$ cat config.mk
export PLATFORM = sky130hd
export DESIGN_NAME = sa_output_arbiter
export DESIGN_NICKNAME = d
export VERILOG_FILES = /design/src/rtl/router_pkg.sv /design/src/rtl/rr_arbiter.sv /design/src/rtl/sa_output_arbiter.sv
export SDC_FILE = /design/constraint.sdc
export NUM_CORES = 1
export LEC_CHECK = 0
export CAP_MARGIN = 20
export CORE_MARGIN = 2
export CORE_UTILIZATION = 49
export DETAILED_ROUTE_END_ITERATION = 10
export PLACE_DENSITY = 0.86
export SETUP_SLACK_MARGIN = 0.4
export SYNTH_ARGS = -nofsm -noshare
export SYNTH_HDL_FRONTEND = slang
export SYNTH_SLANG_ARGS = --single-unit
$ cat constraint.sdc
create_clock -name clk -period 5.1 [get_ports clk]
set_clock_uncertainty 0.15 [all_clocks]
set_input_delay 1.53 -clock clk [delete_from_list [all_inputs] [get_ports clk]]
set_output_delay 1.53 -clock clk [all_outputs]
set_load 0.01 [all_outputs]
$ cat src/rtl/router_pkg.sv
// rtl/router_pkg.sv - shared router types and constants for the output arbiter and allocators
package router_pkg;

    typedef enum logic {ARB_IDLE, ARB_LOCKED} arb_state_e;

    localparam int FLIT_CNT_W = 16;

endpackage

$ cat src/rtl/rr_arbiter.sv
// rtl/rr_arbiter.sv - combinational round-robin arbiter, priority starts at ptr
module rr_arbiter
    import router_pkg::*;
#(
    parameter int N = 4,
    localparam int IDX_W = (N > 2) ? $clog2(N) : 1
) (
    input  logic [N-1:0]     req,
    input  logic [IDX_W-1:0] ptr,
    output logic [N-1:0]     gnt,
    output logic [IDX_W-1:0] gnt_idx
);

    logic found;

    always_comb begin
        gnt     = '0;
        gnt_idx = '0;
        found   = 1'b0;
        for (int k = 0; k < N; k++) begin
            int j;
            j = (int'(ptr) + k) % N;
            if (!found && req[IDX_W'(j)]) begin
                found            = 1'b1;
                gnt[IDX_W'(j)]   = 1'b1;
                gnt_idx          = IDX_W'(j);
            end
        end
    end

endmodule

$ cat src/rtl/sa_output_arbiter.sv
// rtl/sa_output_arbiter.sv - per-output round-robin arbiter with packet lock and credit control
// Optional 16-bit granted-flit counter enabled by SA_FLIT_CNT_EN.
module sa_output_arbiter
    import router_pkg::*;
#(
    parameter int NUM_PORTS = 4,
    parameter int BUF_DEPTH = 4,
    localparam int IDX_W = (NUM_PORTS > 2) ? $clog2(NUM_PORTS) : 1,
    localparam int CNT_W = $clog2(BUF_DEPTH + 1)
) (
    input  logic                  clk,
    input  logic                  reset,
    input  logic [NUM_PORTS-1:0]  req,
    input  logic [NUM_PORTS-1:0]  tail,
    input  logic                  credit_return,
    output logic [NUM_PORTS-1:0]  grant,
    output logic                  locked,
    output logic [IDX_W-1:0]      owner,
    output logic [CNT_W-1:0]      credit_count,
    output logic                  credit_err,
    output logic [FLIT_CNT_W-1:0] flit_count
);

    arb_state_e           state;
    logic [IDX_W-1:0]     rr_ptr;
    logic [NUM_PORTS-1:0] arb_gnt;
    logic [IDX_W-1:0]     arb_idx;
    logic                 can_send;
    logic                 granted;
    logic [IDX_W-1:0]     rr_next;

    rr_arbiter #(.N(NUM_PORTS)) u_rr (
        .req     (req),
        .ptr     (rr_ptr),
        .gnt     (arb_gnt),
        .gnt_idx (arb_idx)
    );

    assign can_send = (credit_count != '0);
    assign rr_next  = (arb_idx == IDX_W'(NUM_PORTS - 1)) ? '0 : arb_idx + IDX_W'(1);

    // Gated by the reset level so grant reads zero the instant reset asserts.
    always_comb begin
        grant = '0;
        if (reset && can_send) begin
            if (state == ARB_IDLE) begin
                grant = arb_gnt;
            end else begin
                grant[owner] = req[owner];
            end
        end
    end

    assign granted = |grant;
    assign locked  = (state == ARB_LOCKED);

    always_ff @(posedge clk or negedge reset) begin
        if (!reset) begin
            state  <= ARB_IDLE;
            rr_ptr <= '0;
            owner  <= '0;
        end else begin
            case (state)
                ARB_IDLE: begin
                    if (granted) begin
                        rr_ptr <= rr_next;
                        if (!tail[arb_idx]) begin
                            state <= ARB_LOCKED;
                            owner <= arb_idx;
                        end
                    end
                end
                ARB_LOCKED: begin
                    if (granted && tail[owner]) begin
                        state <= ARB_IDLE;
                    end
                end
                default: state <= ARB_IDLE;
            endcase
        end
    end

    // A grant and a return in the same cycle cancel, so only the unpaired cases move the count.
    always_ff @(posedge clk or negedge reset) begin
        if (!reset) begin
            credit_count <= CNT_W'(BUF_DEPTH);
            credit_err   <= 1'b0;
        end else begin
            case ({granted, credit_return})
                2'b10: credit_count <= credit_count - CNT_W'(1);
                2'b01: begin
                    if (credit_count == CNT_W'(BUF_DEPTH)) begin
                        credit_err <= 1'b1;
                    end else begin
                        credit_count <= credit_count + CNT_W'(1);
                    end
                end
                default: credit_count <= credit_count;
            endcase
        end
    end

`ifdef SA_FLIT_CNT_EN
    logic [FLIT_CNT_W-1:0] flit_cnt_q;

    always_ff @(posedge clk or negedge reset) begin
        if (!reset) begin
            flit_cnt_q <= '0;
        end else if (granted) begin
            flit_cnt_q <= flit_cnt_q + FLIT_CNT_W'(1);
        end
    end

    assign flit_count = flit_cnt_q;
`else
    assign flit_count = '0;
`endif

endmodule

==> impl_metrics.tcl, run 1 <==
set metrics [dict create \
    netlist_instances 155 \
    synth_compound_gate_area_share 0.2570 \
    synth_area_leaders "sky130_fd_sc_hd__dfrtp_1, sky130_fd_sc_hd__buf_4, sky130_fd_sc_hd__ha_1" \
    critPathKind "primary input to output port" \
    initial_standard_cell_utilization_of_the_core 0.5172 \
    num_vias 1333 \
    first_global_vias 1270 \
    io_buffers 21 \
    clock_insertion_delay_worst_skew_ps 250 \
    root_buffer "sky130_fd_sc_hd__clkbuf_4" \
    place.gp.congestion 0.8784 \
    area_fraction_in_and_or_nand_and_nor_cells_after_synthesis 0.1851 \
    synthMuxAreaShare 0.1298 \
    synth-edff-count 0 \
    cts_sinks 9 \
    synth_largest_type_area_fraction 0.1404 \
    io_pins 38 \
    drtIter0Drc 67 \
    crit_chain "buf_6, or3b_4, a2111oi_4, buf_4, a21oi_2, a311oi_2, buf_2" \
    critPathSlowestCell "sky130_fd_sc_hd__or3b_4" \
    yosysWarningCount 0 \
    p_comb_frac 0.782 \
    post-place-ws_ps -604.0 \
    clock_path_buffers 2 \
    tritoncts.num_buffers 3 \
    hold_viol_final 0 \
    synth_top_family_by_area "compound AO/OA/AOI/OAI gates" \
    post_route_cells_drive_above_1_share 0.3333 \
    rsz0062_at_grt "yes" \
    crit_path_end_kind "output port" \
    max_slew.worst_pin.slew_ps 713.7 \
    cp_data_required_time_ps 3420 \
    all_layer_global_routing_usage 0.2143 \
    post-route-drc-count 0 \
    p_leak_uw 0.0007488 \
    reg2reg_setup_slack_ps 960 \
    worst-path-buf-inv 3 \
    die_width_um 57.96 \
    clk_pin_slew_worst_paths_ps 60 \
    power.sequential.fraction 0.170 \
    cts_htree_levels 1 \
    final_min_period_over_clock_period 0.9280 \
    core.rowCount 19 \
    layoutNonFillerInstCount 223 \
    max_slew_margin_vs_limit 0.5201 \
    wl_per_cell_um 16.00 \
    synth-xor-area-share 0.006140 \
    synth.yosys.seq_area_share 0.1588 \
    setup_viol_count_final 0 \
    postSynthRegisterBits 9 \
    die_h_um 57.96 \
    cp_slowest_stage_delay_ps 370 \
    grt_start_max_net_pins 18 \
    maxCapViolCount 0 \
    max_fclk_mhz 211.3 \
    gr-total-overflow 0 \
    critPathArrivalTime_ps 3050 \
    wire_length_of_the_first_global_routing_pass_um 5782 \
    number_of_antenna_violations_at_the_first_check_in_global_routing 0 \
    pwr_density_cell_nw_per_um2 616.5 \
    vdd.ir_drop.worst_v 0.0004434 \
    tritoncts "yes" \
    min-delay-path-class "flop to flop" \
    coreArea_sq_um 2758 \
    synth_area_leader_cell "sky130_fd_sc_hd__dfrtp_1" \
    synth_flop_cell "sky130_fd_sc_hd__dfrtp_1" \
    async_flop_share 1.000 \
    maxSlewViolCount 0 \
    postSynthAreaPerCell_sq_um 9.202 \
    critical_path.max_fanout 5 \
    most_frequent_standard_cell_in_the_layout_excluding_fill_and_tap_cells "sky130_fd_sc_hd__buf_4" \
    synth_to_final_area_change_pct 26.14 \
    postRouteAntennaNets 0 \
    critical_path.top_delay_family "compound AO/OA/AOI/OAI gates" \
    p_sw_frac 0.4902 \
    post-route-min-period_ps 4733 \
    firstDrtPassIters 4 \
    num-fill-cells 230 \
    via_cell_ratio 5.978 \
    mappedNetlistArea_sq_um 1426 \
    final_critical_path_setup_slack_ps 367.1 \
    post-dp-hpwl_um 2534 \
    net-switching-power_uw 543.8 \
    power_frac_clock 0.048 \
    power.internal_uw 565.5 \
    final_util 0.6525 \
    most_frequent_cells_in_the_layout "sky130_fd_sc_hd__buf_4, sky130_fd_sc_hd__conb_1, sky130_fd_sc_hd__clkdlybuf4s50_1" \
    dp_cells 211 \
    drt-total-wl_um 3568 \
    post_synth_fa_ha_maj_area_fraction 0.09298 \
    fp.dieArea_sq_um 3359 \
    finalNetCount 214 \
    crit_path_start_kind "primary input" \
    outcome "completed" \
    num_antenna_cells 0 \
    ys_types 54 \
    hold_ws_ps 329.2 \
]
==> flip-flops by register name, summed over array words and instances, names as in the netlist <==
signal	flops
credit_count	3
rr_ptr	2
locked	1
credit_err	1
owner	2
==> final cells by class <==
| cell class | instances | area (sq um) | share of cell area |
|---|---|---|---|
| Tap cell | 31 | 38.79 | 0.02156 |
| Sequential cell | 9 | 226.5 | 0.1259 |
| Timing Repair Buffer | 46 | 381.6 | 0.2121 |
| Multi-Input combinational cell | 125 | 1096 | 0.6092 |
| Inverter | 8 | 30.03 | 0.01669 |
| Clock buffer | 4 | 26.28 | 0.01460 |
==> logic make-up after synthesis <==
group           after synthesis
compound gates               44
simple gates                 41
buf+inv                      36
mux                          13
fa+ha+maj                    10
flops                         9
other cells                   1
xor+xnor                      1
==> cell usage after synthesis, types with 3 or more instances <==
library cell,count
sky130_fd_sc_hd__o21ai_0,4
sky130_fd_sc_hd__or3b_1,3
sky130_fd_sc_hd__o211ai_1,4
sky130_fd_sc_hd__o31ai_1,3
sky130_fd_sc_hd__buf_6,5
sky130_fd_sc_hd__nor2b_1,3
sky130_fd_sc_hd__ha_1,9
sky130_fd_sc_hd__o21a_1,3
sky130_fd_sc_hd__nor2_1,5
sky130_fd_sc_hd__inv_1,8
sky130_fd_sc_hd__a31oi_1,4
sky130_fd_sc_hd__mux2i_1,5
sky130_fd_sc_hd__nand3b_1,4
sky130_fd_sc_hd__a21oi_1,8
sky130_fd_sc_hd__nand2_1,9
sky130_fd_sc_hd__clkbuf_1,4
sky130_fd_sc_hd__dfrtp_1,8
sky130_fd_sc_hd__buf_4,17
sky130_fd_sc_hd__mux4_2,4
sky130_fd_sc_hd__nand2b_1,5
==> final timing paths <==
path | start | endpoint | cells after the start
max in group asynchronous | reset | credit_count[2] | 2
min in group asynchronous | reset | credit_count[0] | 2
worst max-delay path | req[0] | grant[3] | 7
worst max register to register | rr_ptr[0] | credit_count[2] | 12
worst min-delay path | credit_err | credit_err | 1
worst min register to register | credit_err | credit_err | 1
==> power by group through the flow <==
stage,Clock (uW),Sequential [uW],Combinational (uW)
finish,53.3,188,868
global placement,0,181,768
detailed placement,0,186,800
global route,59.1,199,948
CTS,56.7,187,829
floorplan,0,168,595
==> repair_timing <==
action,4_1_cts,5_1_grt
hold buffers,0,0
setup endpoints to repair,5,4
setup buffers,5,3
pin swaps,9,7
gates resized for setup,46,8
==> routing by layer <==
metal | track usage | part of all wire
met4 | 0.03987 | 0.018
met2 | 0.3880 | 0.51
met3 | 0.02009 | 0.064
met5 | 0 | 0
met1 | 0.2787 | 0.40
==> through the flow <==
stage | setup TNS (ps) | cell area (sq um) | total power, uW
after global routing | 0 | 1799 | 1206
after floorplan | 0 | 1483 | 763.6
final | 0 | 1799 | 1109
after global placement | -2041 | 1650 | 948.8
after detailed placement | -2291 | 1650 | 986.3
after CTS | 0 | 1737 | 1073
(Power assumes the default switching activity.)
==> inputs of run 2 (changes only) <==
- REMOVE_ABC_BUFFERS: default -> 1
==> run 2 against run 1 <==
Net effect:
- die area unchanged
- via count is 6.1% higher
- clock power hardly changed
- final cell count up 4.9%
- largest cell class unchanged
- highest routed layer unchanged
==> impl_metrics.tcl, run 2 (synthesized netlist as in run 1, its figures left out) <==
set metrics [dict create \
    drt-total-wl_um 4007 \
    critPathSlowestCell "sky130_fd_sc_hd__mux4_2" \
    wl_per_cell_um 17.12 \
    setup_viol_count_final 0 \
    pwr_density_cell_nw_per_um2 608.4 \
    finalInstanceArea_sq_um 1898 \
    core.rowCount 19 \
    io_pins 38 \
    root_buffer "sky130_fd_sc_hd__clkbuf_4" \
    num_antenna_cells 0 \
    finalNetCount 225 \
    min-delay-path-class "flop to flop" \
    max_fclk_mhz 204.3 \
    cp_data_required_time_ps 3420 \
    num-fill-cells 217 \
    post-route-drc-count 0 \
    cts_htree_levels 1 \
    all_layer_global_routing_usage 0.2411 \
    first_global_vias 1443 \
    crit-reg2reg-capture "credit_count[2]" \
    p_leak_uw 0.0008118 \
    max_slew_margin_vs_limit 0.5486 \
    num_vias 1414 \
    critical_path_depth 7 \
    max_slew.worst_pin.slew_ps 671.3 \
    critPathArrivalTime_ps 3220 \
    final_util 0.6883 \
    crit_chain "buf_6, buf_6, mux4_2, nor4b_4, a31oi_2, a311oi_2, buf_2" \
    vdd.ir_drop.worst_v 0.0005099 \
    cp-startpoint "req[2]" \
    maxSlewViolCount 0 \
    post-route-min-period_ps 4896 \
    hold_fix_buffers_at_cts 0 \
    most_frequent_standard_cell_in_the_layout_excluding_fill_and_tap_cells "sky130_fd_sc_hd__buf_4" \
    post_route_cells_drive_above_1_share 0.3645 \
    crit_path_start_kind "primary input" \
    final_min_period_over_clock_period 0.9600 \
    crit_top_cell "sky130_fd_sc_hd__buf_6" \
    layoutNonFillerInstCount 234 \
    die_h_um 57.96 \
    fp.dieArea_sq_um 3359 \
    number_of_antenna_violations_at_the_first_check_in_global_routing 0 \
    synth_to_final_area_change_pct 33.07 \
    io_buffers 21 \
    tritoncts "yes" \
    outcome "completed" \
    firstDrtPassIters 4 \
    maxCapViolCount 0 \
    place.gp.congestion 1.059 \
    critPathKind "primary input to output port" \
    crit_path_end_kind "output port" \
    clock_insertion_delay_worst_skew_ps 250 \
    clock_path_buffers 2 \
    multi_input_comb_area_sq_um 1092 \
    post-dp-hpwl_um 2706 \
    initial_standard_cell_utilization_of_the_core 0.5172 \
    reg2reg_setup_slack_ps 1110 \
    place_area_sq_um 1665 \
    cts_sinks 9 \
    gr-total-overflow 0 \
    wire_length_of_the_first_global_routing_pass_um 6348 \
    r2r_start "rr_ptr[0]" \
    largest_register_by_flop_count "credit_count" \
    hold_viol_final 0 \
    timing.reg2reg.worst_path_depth 14 \
    via_cell_ratio 6.043 \
    grt_start_max_net_pins 24 \
    dp_cells 213 \
    rsz0062_at_grt "yes" \
    critical_path.top_delay_family "multiplexers" \
    pwr_total_uw 1155 \
    largest_register_ff_count 3 \
    critical_path.max_fanout 4 \
    clk_pin_slew_worst_paths_ps 60 \
    register_area_sq_um 226.5 \
    most_frequent_cells_in_the_layout "sky130_fd_sc_hd__buf_4, sky130_fd_sc_hd__conb_1, sky130_fd_sc_hd__clkdlybuf4s50_1" \
    tritoncts.num_buffers 3 \
    cp_slowest_stage_delay_ps 550 \
    die_width_um 57.96 \
    drtIter0Drc 66 \
    worst-path-buf-inv 3 \
    worstSetupEndpoint "grant[3]" \
    postRouteAntennaNets 0 \
    coreArea_sq_um 2758 \
    reg.largest.list "credit_count x3, owner x2, rr_ptr x2" \
]
[run 2: changes by cell type in the layout (fill, tap and decap cells not counted), moves of 2 or more]
cell and change:
sky130_fd_sc_hd__buf_6 +4, sky130_fd_sc_hd__a31oi_2 +2, sky130_fd_sc_hd__buf_4 +9, sky130_fd_sc_hd__buf_2 -2
sky130_fd_sc_hd__a31oi_1 -2
[run 2: report_power, final]
group          internal, uW  switching (uW)
Combinational           442             484
Clock                  30.0            23.2
Sequential              114            61.9
[run 2: final cells by class]
class / instances / share of cell area
Multi-Input combinational cell: 125 / 0.5755
Timing Repair Buffer: 57 / 0.2551
Sequential cell: 9 / 0.1193
Tap cell: 31 / 0.02044
Inverter: 8 / 0.01582
Clock buffer: 4 / 0.01384
[run 2: how the worst min path moves through the flow]
stage,startpoint,to,slack [ps],cells after the start
detailed placement,credit_err,credit_err,320,1
global route,credit_err,credit_err,350,1
finish,credit_err,credit_err,320,1
global placement,credit_err,credit_err,300,1
CTS,credit_err,credit_err,330,1
floorplan,credit_err,credit_err,350,1
[run 2: timing repair]
action / CTS / global route
gates resized for setup: 49 / 7
setup endpoints to repair: 6 / 4
pin swaps: 8 / 7
buffers inserted: 10 / 7
[run 2: per-layer routing]
metal	up-vias	part of all wire	track usage
li1	641	-	-
met1	680	0.37	0.2626
met2	77	0.54	0.4692
met3	16	0.059	0.02009
met4	0	0.032	0.1030
met5	-	0	0
[run 2: per-stage QoR]
stage,setup TNS (ps),worst slack [ps],hold WS [ps]
6_report,0,204.2,323.0
5_1_grt,0,180.8,348.7
4_1_cts,0,227.5,331.5
3_5_place_dp,-2293,-600.5,317.4
3_3_place_gp,-1948,-511.0,304.4
2_1_floorplan,0,498.9,353.2
